[config.mk]
export PLATFORM = sky130hd
export DESIGN_NAME = vga_fill_arbiter
export DESIGN_NICKNAME = d
export VERILOG_FILES = /design/src/rtl/vga_pkg.sv /design/src/rtl/vga_fill_walker.sv /design/src/rtl/vga_fill_arbiter.sv
export SDC_FILE = /design/constraint.sdc
export NUM_CORES = 1
export LEC_CHECK = 0
export ABC_AREA = 1
export CAP_MARGIN = 25
export CORE_ASPECT_RATIO = 0.75
export CORE_UTILIZATION = 45
export CTS_BUF_LIST = sky130_fd_sc_hd__clkbuf_4 sky130_fd_sc_hd__clkbuf_8
export CTS_CLUSTER_DIAMETER = 80
export DETAILED_ROUTE_END_ITERATION = 6
export GPL_TIMING_DRIVEN = 1
export PLACE_DENSITY = 0.68
export SYNTH_ARGS = -nofsm -noshare
export SYNTH_HDL_FRONTEND = slang
export SYNTH_SLANG_ARGS = --single-unit
[constraint.sdc]
create_clock -name clk -period 5.4 [get_ports clk]
set_clock_uncertainty 0.15 [all_clocks]
set_input_delay 1.08 -clock clk [delete_from_list [all_inputs] [get_ports clk]]
set_output_delay 1.08 -clock clk [all_outputs]
set_load 0.01 [all_outputs]
[src/rtl/vga_pkg.sv]
// Shared constants and types for the VGA fill arbiter.
package vga_pkg;

    localparam int FB_WIDTH  = 160;
    localparam int FB_HEIGHT = 120;
    localparam int ADDR_W    = 15;
    localparam int COLOR_W   = 3;

    localparam logic [2:0] REG_X0     = 3'd0;
    localparam logic [2:0] REG_Y0     = 3'd1;
    localparam logic [2:0] REG_W      = 3'd2;
    localparam logic [2:0] REG_H      = 3'd3;
    localparam logic [2:0] REG_COLOR  = 3'd4;
    localparam logic [2:0] REG_CTRL   = 3'd5;
    localparam logic [2:0] REG_PIXCNT = 3'd6;

    typedef enum logic [1:0] {
        IDLE = 2'd0,
        RUN  = 2'd1,
        DONE = 2'd2
    } fill_state_t;

endpackage

[src/rtl/vga_fill_walker.sv]
// Rectangle walker: tracks x, y and the row base address so that the pixel
// loop only ever adds; the single multiply happens at load time in the top.
module vga_fill_walker
    import vga_pkg::*;
(
    input  logic              clk,
    input  logic              rst,
    input  logic              load,
    input  logic              step,
    input  logic [7:0]        x0,
    input  logic [8:0]        x_end,
    input  logic [6:0]        y0,
    input  logic [7:0]        y_end,
    input  logic [ADDR_W-1:0] row_base0,
    output logic [ADDR_W-1:0] addr,
    output logic              last
);

    logic [7:0]        x_q;
    logic [7:0]        x0_q;
    logic [8:0]        x_end_q;
    logic [6:0]        y_q;
    logic [7:0]        y_end_q;
    logic [ADDR_W-1:0] row_base_q;
    logic              row_end;

    // Current pixel address and end-of-row / end-of-rectangle flags.
    always_comb begin
        row_end = (({1'b0, x_q} + 9'd1) == x_end_q);
        last    = row_end && (({1'b0, y_q} + 8'd1) == y_end_q);
        addr    = row_base_q + ADDR_W'(x_q);
    end

    // Shadow the clipped rectangle on load, then advance one pixel per step.
    always_ff @(posedge clk or posedge rst) begin
        if (rst) begin
            x_q        <= '0;
            x0_q       <= '0;
            x_end_q    <= '0;
            y_q        <= '0;
            y_end_q    <= '0;
            row_base_q <= '0;
        end else if (load) begin
            x_q        <= x0;
            x0_q       <= x0;
            x_end_q    <= x_end;
            y_q        <= y0;
            y_end_q    <= y_end;
            row_base_q <= row_base0;
        end else if (step) begin
            if (row_end) begin
                x_q        <= x0_q;
                y_q        <= y_q + 7'd1;
                row_base_q <= row_base_q + ADDR_W'(FB_WIDTH);
            end else begin
                x_q <= x_q + 8'd1;
            end
        end
    end

endmodule

[src/rtl/vga_fill_arbiter.sv]
// Framebuffer write-port arbiter: CPU stores always win, the rectangle-fill
// engine uses every cycle the CPU leaves free.
//
//   state | meaning
//   IDLE  | waiting for a start; fb_* passes cpu_* through
//   RUN   | filling; one engine pixel per cycle without a CPU store
//   DONE  | one-cycle completion pulse, then back to IDLE
module vga_fill_arbiter
    import vga_pkg::*;
(
    input  logic               clk,
    input  logic               rst,
    input  logic               cpu_we,
    input  logic [ADDR_W-1:0]  cpu_addr,
    input  logic [COLOR_W-1:0] cpu_color,
    input  logic               cfg_we,
    input  logic [2:0]         cfg_addr,
    input  logic [31:0]        cfg_wdata,
    output logic [31:0]        cfg_rdata,
    output logic               busy,
    output logic               done_pulse,
    output logic               fb_we,
    output logic [ADDR_W-1:0]  fb_addr,
    output logic [COLOR_W-1:0] fb_color
);

    localparam logic [8:0] X_LIM = 9'(FB_WIDTH);
    localparam logic [7:0] Y_LIM = 8'(FB_HEIGHT);

    fill_state_t        state, state_nx;
    logic [7:0]         x0_r, w_r;
    logic [6:0]         y0_r, h_r;
    logic [COLOR_W-1:0] color_r, color_sh;
    logic [15:0]        pixcnt_r;
    logic               done_sticky, degen_q;
    logic [8:0]         x_sum, x_end;
    logic [7:0]         y_sum, y_end;
    logic               start_req, degenerate, load, step, last;
    logic [ADDR_W-1:0]  row_base0, walk_addr;
    logic [31:0]        rd_mux;
    logic               unused_wdata;

    assign unused_wdata = ^cfg_wdata[31:8];

    // Start decode, clipping and the one-time row base multiply.
    always_comb begin
        start_req  = cfg_we && (cfg_addr == REG_CTRL) && cfg_wdata[0] && (state == IDLE);
        x_sum      = {1'b0, x0_r} + {1'b0, w_r};
        y_sum      = {1'b0, y0_r} + {1'b0, h_r};
        x_end      = (x_sum > X_LIM) ? X_LIM : x_sum;
        y_end      = (y_sum > Y_LIM) ? Y_LIM : y_sum;
        degenerate = (w_r == 8'd0) || (h_r == 7'd0) ||
                     ({1'b0, x0_r} >= X_LIM) || ({1'b0, y0_r} >= Y_LIM);
        load       = start_req && !degenerate;
        step       = (state == RUN) && !cpu_we;
        row_base0  = ADDR_W'(y0_r) * ADDR_W'(FB_WIDTH);
    end

    vga_fill_walker u_walker (
        .clk       (clk),
        .rst       (rst),
        .load      (load),
        .step      (step),
        .x0        (x0_r),
        .x_end     (x_end),
        .y0        (y0_r),
        .y_end     (y_end),
        .row_base0 (row_base0),
        .addr      (walk_addr),
        .last      (last)
    );

    // FSM state register.
    always_ff @(posedge clk or posedge rst) begin
        if (rst) state <= IDLE;
        else     state <= state_nx;
    end

    // Next state plus the write-port mux; the CPU is passed through unless the
    // engine owns a free cycle.
    always_comb begin
        state_nx   = state;
        fb_we      = cpu_we;
        fb_addr    = cpu_addr;
        fb_color   = cpu_color;
        busy       = (state != IDLE);
        done_pulse = (state == DONE) || degen_q;
        case (state)
            IDLE: if (load) state_nx = RUN;
            RUN: begin
                if (step) begin
                    fb_we    = 1'b1;
                    fb_addr  = walk_addr;
                    fb_color = color_sh;
                    if (last) state_nx = DONE;
                end
            end
            DONE:    state_nx = IDLE;
            default: state_nx = IDLE;
        endcase
    end

    // Config registers, colour shadow, pixel counter and completion flags.
    always_ff @(posedge clk or posedge rst) begin
        if (rst) begin
            x0_r        <= '0;
            y0_r        <= '0;
            w_r         <= '0;
            h_r         <= '0;
            color_r     <= '0;
            color_sh    <= '0;
            pixcnt_r    <= '0;
            done_sticky <= 1'b0;
            degen_q     <= 1'b0;
        end else begin
            if (cfg_we) begin
                case (cfg_addr)
                    REG_X0:    x0_r    <= cfg_wdata[7:0];
                    REG_Y0:    y0_r    <= cfg_wdata[6:0];
                    REG_W:     w_r     <= cfg_wdata[7:0];
                    REG_H:     h_r     <= cfg_wdata[6:0];
                    REG_COLOR: color_r <= cfg_wdata[2:0];
                    default:   ;
                endcase
            end
            degen_q <= start_req && degenerate;
            if (start_req) begin
                pixcnt_r    <= '0;
                done_sticky <= degenerate;
                if (!degenerate) color_sh <= color_r;
            end else if (step) begin
                pixcnt_r <= pixcnt_r + 16'd1;
            end
            if ((state == RUN) && (state_nx == DONE)) done_sticky <= 1'b1;
        end
    end

    // Register read mux; unused bits and index 7 read as zero.
    always_comb begin
        rd_mux = '0;
        case (cfg_addr)
            REG_X0:     rd_mux = {24'd0, x0_r};
            REG_Y0:     rd_mux = {25'd0, y0_r};
            REG_W:      rd_mux = {24'd0, w_r};
            REG_H:      rd_mux = {25'd0, h_r};
            REG_COLOR:  rd_mux = {29'd0, color_r};
            REG_CTRL:   rd_mux = {30'd0, done_sticky, busy};
            REG_PIXCNT: rd_mux = {16'd0, pixcnt_r};
            default:    rd_mux = '0;
        endcase
    end

    // Registered read data: one cycle behind cfg_addr.
    always_ff @(posedge clk or posedge rst) begin
        if (rst) cfg_rdata <= '0;
        else     cfg_rdata <= rd_mux;
    end

endmodule

# Word-level counts from Yosys, hierarchy flattened
# Cells that the tools add are included.
[classes]
addsub = 9
multipliers = 1
n_lt_le_gt_ge = 4
n_eq_ne = 11
muxes = 26
bitwise = 1
n_reduce_logical = 30
[ops]
columns = ["op", "count"]
rows = [
  ["16-bit one-hot mux with 7 select lines", 1],
  ["15-bit two-way mux", 5],
  ["16-bit two-way mux", 2],
  ["8-bit two-way mux", 4],
  ["7-bit two-way mux", 3],
  ["16-bit by 1-bit adder with 16-bit output (second input constant)", 1],
  ["15-bit by 8-bit adder with 15-bit output", 1],
  ["15-bit by 8-bit adder with 15-bit output (second input constant)", 1],
  ["2-bit AND reduction", 7],
  ["7-bit by 3-bit multiplier with 10-bit output (second input constant)", 1],
  ["2-bit nonzero test", 5],
  ["8-bit by 1-bit adder with 9-bit output (second input constant)", 1],
  ["8-bit by 8-bit adder with 9-bit output", 1],
  ["3-bit equality test (second input constant)", 3],
  ["9-bit equality test", 1],
  ["9-bit by 8-bit > comparator with 1-bit output (second input constant)", 1],
  ["9-bit two-way mux", 1],
  ["7-bit by 1-bit adder with 8-bit output (second input constant)", 1],
  ["7-bit by 7-bit adder with 8-bit output", 1],
  ["8-bit by 1-bit adder with 8-bit output (second input constant)", 1],
  ["8-bit equality test", 1],
  ["8-bit >= comparator (second input constant)", 1],
  ["8-bit by 7-bit > comparator with 1-bit output (second input constant)", 1],
  ["1-bit logical AND", 8],
  ["other kinds (17)", 29],
]
[word_totals]
reg_bits = 143
in_bits = 57
output_inout_bits = 53
word_cells = 99

# Longest topological paths before layout
[depth]
depth_word = 11
ltp_mapped = 15
depth_no_buf = 14

# Modules after synthesis
# Synthesis repeated with hierarchy kept, for this count alone.
[hier_totals]
hier_cells = 1093
hier_area_um2 = 8140.3
[modules_own_cells]
columns = ["mod", "instances", "cells_per_inst", "area_each_um2", "seq_area_each_um2"]
rows = [
  ["vga_fill_arbiter", 1, 600, 4621.9, 1801.7],
  ["vga_fill_walker", 1, 493, 3518.4, 1376.3],
]

# Worst setup path before layout
# OpenSTA, ideal clock, no wires.
[synth_path]
path_kind = "input port to output port"
startpoint = "input cpu_we"
endpoint = "output fb_addr[7]"
arrival_time_ns = 1.961
t_required_ns = 4.170
setup_slack_ns = 2.209
stages = 4
n_path_buf = 1
path_cell_list = "nor2_1 > clkbuf_1 > nand2_1 > o21ai_0"
[synth_between]
elab_chain_cells = 4
[synth_rtl]
columns = ["element", "line_no", "source"]
rows = [
  ["start: declaration", "vga_fill_arbiter.sv:13", "input logic cpu_we,"],
  ["1-bit zero test", "vga_fill_arbiter.sv:55", "step = (state == RUN) && !cpu_we;"],
  ["1-bit logical AND", "vga_fill_arbiter.sv:55", ""],
  ["15-bit two-way mux", "vga_fill_arbiter.sv:91", "if (step) begin"],
  ["15-bit two-way mux", "vga_fill_arbiter.sv:88", "case (state)"],
  ["end: declaration", "vga_fill_arbiter.sv:23", "output logic [ADDR_W-1:0] fb_addr,"],
]
# No other way between the ends.

# Worst setup path after layout
[layout_path]
startpoint = "input cpu_we"
endpoint = "output fb_addr[14]"
# Same word-level chain as after synthesis.

==> impl_metrics.json <==
{
  "routed_wirelength_um": 19900,
  "cp.required_ns": 4.17,
  "cts_made_buffers": 17,
  "portBuffers": 69,
  "die_h_um": 116,
  "initial_core_util_pct": 46.0,
  "clkPwrFrac_pct": 23.2,
  "worst_path_dominant_cell_family": "buffers and inverters",
  "die_w_um": 153,
  "synthesis.area_um2": 7730,
  "post_cts_resize_count": 0,
  "critical_path.startpoint_type": "input port",
  "final_max_slew_viol_count": 0,
  "final-hold-violation-count": 0,
  "switching_share_pct": 40.3,
  "drive_above_1_share_pct": 4.75,
  "h-tree-depth": 4,
  "run_status": "finished, final reports clean",
  "routed_length_per_placed_instance_um": 14.5,
  "drt_iter0_drc": 588,
  "sequentialPowerShare_pct": 38.7,
  "cts_root_buffer": "clkbuf_8",
  "top_level_port_count": 110,
  "detail_route.vias_per_cell": 5.19,
  "crit_top_cell": "clkdlybuf4s50_1",
  "share_comb_of_total_power_pct": 38.1,
  "synth.distinct_cells": 45,
  "power_density_nw_per_um2": 400,
  "post-cts-setup-buffers": 0,
  "cts_buffer_depth": 2,
  "coreArea_um2": 16800,
  "synthesis.yosys.warnings": 0,
  "clkSlewWorstSetupHoldPaths_ns": 0.07,
  "routabilityCongestion": 0.921,
  "dr_total_vias": 7124,
  "critPathSlowestCell": "clkdlybuf4s50_1",
  "cts.hold.buffers_added": 0,
  "power.ir.vdd_worst_mv": 0.171,
  "period_minus_slack_ns": 4.35,
  "p_int_mw": 2.14,
  "p_switching_mw": 1.44,
  "drt_pre_antenna_iters": 5,
  "final_cell_mix": "360 x nand2_1, 128 x inv_1, 122 x dfrtp_1",
  "dp.final_hpwl_um": 15000,
  "postRouteAntennaNets": 0,
  "postSynth.asyncResetShare_pct": 100,
  "max_slew.worst_pin.slew_ns": 0.802,
  "postSynthRegisterBits": 122,
  "gr-usage-all-layers_pct": 23.9,
  "power.static_leakage_nw": 4.58,
  "min_period_over_period_pct": 80.6,
  "maxSlewHeadroom_pct": 46.4,
  "grt_overflow_total": 0,
  "num_rows": 41,
  "fp.dieArea_um2": 17700,
  "cp_data_arrival_time_ns": 3.12,
  "timing.critical_path.fanout_max": 26,
  "num-nets-final": 1237,
  "clock_insertion_delay_worst_skew_ns": 0.45,
  "cts_sinks": 122,
  "final_tns_setup_ns": 0,
  "cts_tree": "yes",
  "critPathKind": "input port to output port",
  "grt_pass1_vias": 6391,
  "critical_path.cell_chain": "clkdlybuf4s50_1 > inv_1 > nand2_1 > o31ai_1 > clkdlybuf4s50_1",
  "syn-mean-instance-area_um2": 7.16,
  "synth_ff_type": "dfrtp_1",
  "achievable-frequency_mhz": 230,
  "grt_start_max_net_pins": 57,
  "layout-area-overhead-vs-synth_pct": 15.8,
  "drcViolationCount": 0,
  "grt_antenna_before_repair": 0,
  "first_pass_grt_wire_length_um": 32900,
  "biggest_cell_delay_along_the_critical_path_ns": 0.58,
  "worst_setup_path_end_kind": "output port",
  "edff_count_synth": 0,
  "bufs_and_invs_on_worst_path": 3,
  "insertedDiodeCount": 0,
  "synthesis.instances": 1080,
  "final_common_cell": "nand2_1",
  "finalSetupViolations": 0,
  "hold_path.class": "flop to flop",
  "grt_setup_unrepaired": "false",
  "sequential_area_share_after_synthesis_pct": 39.5,
  "holdWs_ns": 0.329,
  "max-cap-violations": 0
}
## tightest hold or removal path: cells and delay by family (launching register included)
family	cells	cell delay, ns
DFF	1	0.33
and+or+nand+nor	2	0.12
## registers in the layout (all words and copies together) (netlist names)
| register | flops |
|---|---|
| degen_q | 1 |
| y0_r | 7 |
| h_r | 7 |
| u_walker.x_end_q | 9 |
| w_r | 8 |
| color_r | 3 |
| pixcnt_r | 16 |
| u_walker.row_base_q | 10 |
| u_walker.y_q | 7 |
| state | 2 |
| u_walker.x0_q | 8 |
| cfg_rdata | 16 |
| color_sh | 3 |
| u_walker.y_end_q | 8 |
| u_walker.x_q | 8 |
| done_sticky | 1 |
| x0_r | 8 |
## power by group through the flow
stage                     Combinational (mW)  Clock [mW]  Sequential [mW]
final                                   1.37       0.831             1.39
after global routing                    1.57       0.891             1.42
after CTS                               1.36       0.849             1.38
after detailed placement                1.35           0             1.40
after global placement                  1.33           0             1.39
after floorplan                         1.01           0             1.31
## worst paths after layout
kind,from,endpoint,slack [ns],cells past startpoint
min in group asynchronous,rst,cfg_rdata[14],0.96,2
worst max register to register,y0_r[4],u_walker.row_base_q[12],2.52,8
worst min register to register,u_walker.x0_q[0],u_walker.x0_q[0],0.33,2
worst min-delay path,u_walker.x0_q[0],u_walker.x0_q[0],0.33,2
worst max-delay path,cpu_we,fb_addr[14],1.05,5
max in group asynchronous,rst,u_walker.y_end_q[6],3.20,3
## area by class of cell
cell class / instances / area [um2]
Fill cell: 1653 / 7870
Multi-Input combinational cell: 794 / 3980
Sequential cell: 122 / 3050
Timing Repair Buffer: 77 / 751
Inverter: 133 / 503
Clock buffer: 21 / 289
Tap cell: 215 / 269
Clock inverter: 10 / 118
## metrics by stage
stage	setup slack [ns]	power (mW)	std cells	area [um2]	util (%)
6_report	1.05	3.59	1372	8960	53.2
5_1_grt	0.844	3.88	1372	8960	53.2
4_1_cts	1.01	3.59	1372	8960	53.2
3_5_place_dp	1.01	2.75	1341	8550	50.8
3_3_place_gp	0.988	2.72	1341	8550	50.8
2_1_floorplan	0.927	2.32	1095	7790	-
## layer usage
metal | wire length (um) | share of wire [%] | track usage (%)
met1 | 10400 | 52 | 36.1
met2 | 8240 | 41 | 35.0
met3 | 1150 | 5.8 | 4.75
met4 | 148 | 0.74 | 5.40
met5 | 0 | 0 | 0
## cells by family after synthesis
| family | after synthesis | synth area share [%] |
|---|---|---|
| AND/OR/NAND/NOR | 569 | 31.2 |
| buffers and inverters | 179 | 9.90 |
| AO/OA/AOI/OAI | 153 | 11.0 |
| flip-flops | 122 | 39.5 |
| adder cells (fa/ha/maj) | 35 | 5.95 |
| XOR/XNOR | 21 | 2.38 |
| other | 1 | 0.0485 |
## synthesized netlist by cell type (3+ instances only)
library cell,instances,area share (%)
nand3b_1,7,0.68
o21ai_0,74,4.8
xor2_1,10,1.1
o21ai_1,12,0.78
nand4_1,26,2.1
o22ai_1,3,0.24
inv_1,129,6.3
fa_1,3,0.78
o221ai_1,3,0.34
nand2_2,4,0.32
nor3_1,13,0.84
xnor2_1,11,1.2
nor4_1,5,0.40
ha_1,32,5.2
nand2_1,360,17
o21bai_1,5,0.49
o211ai_1,3,0.29
inv_2,3,0.15
buf_2,5,0.32
dfrtp_1,122,39
o21a_1,4,0.39
buf_4,21,2.0
nor2_1,69,3.3
clkbuf_1,18,0.87
a21o_1,4,0.39
nand3_1,78,5.0
a21oi_1,34,2.2
Power figures use the tool's default switching activity.
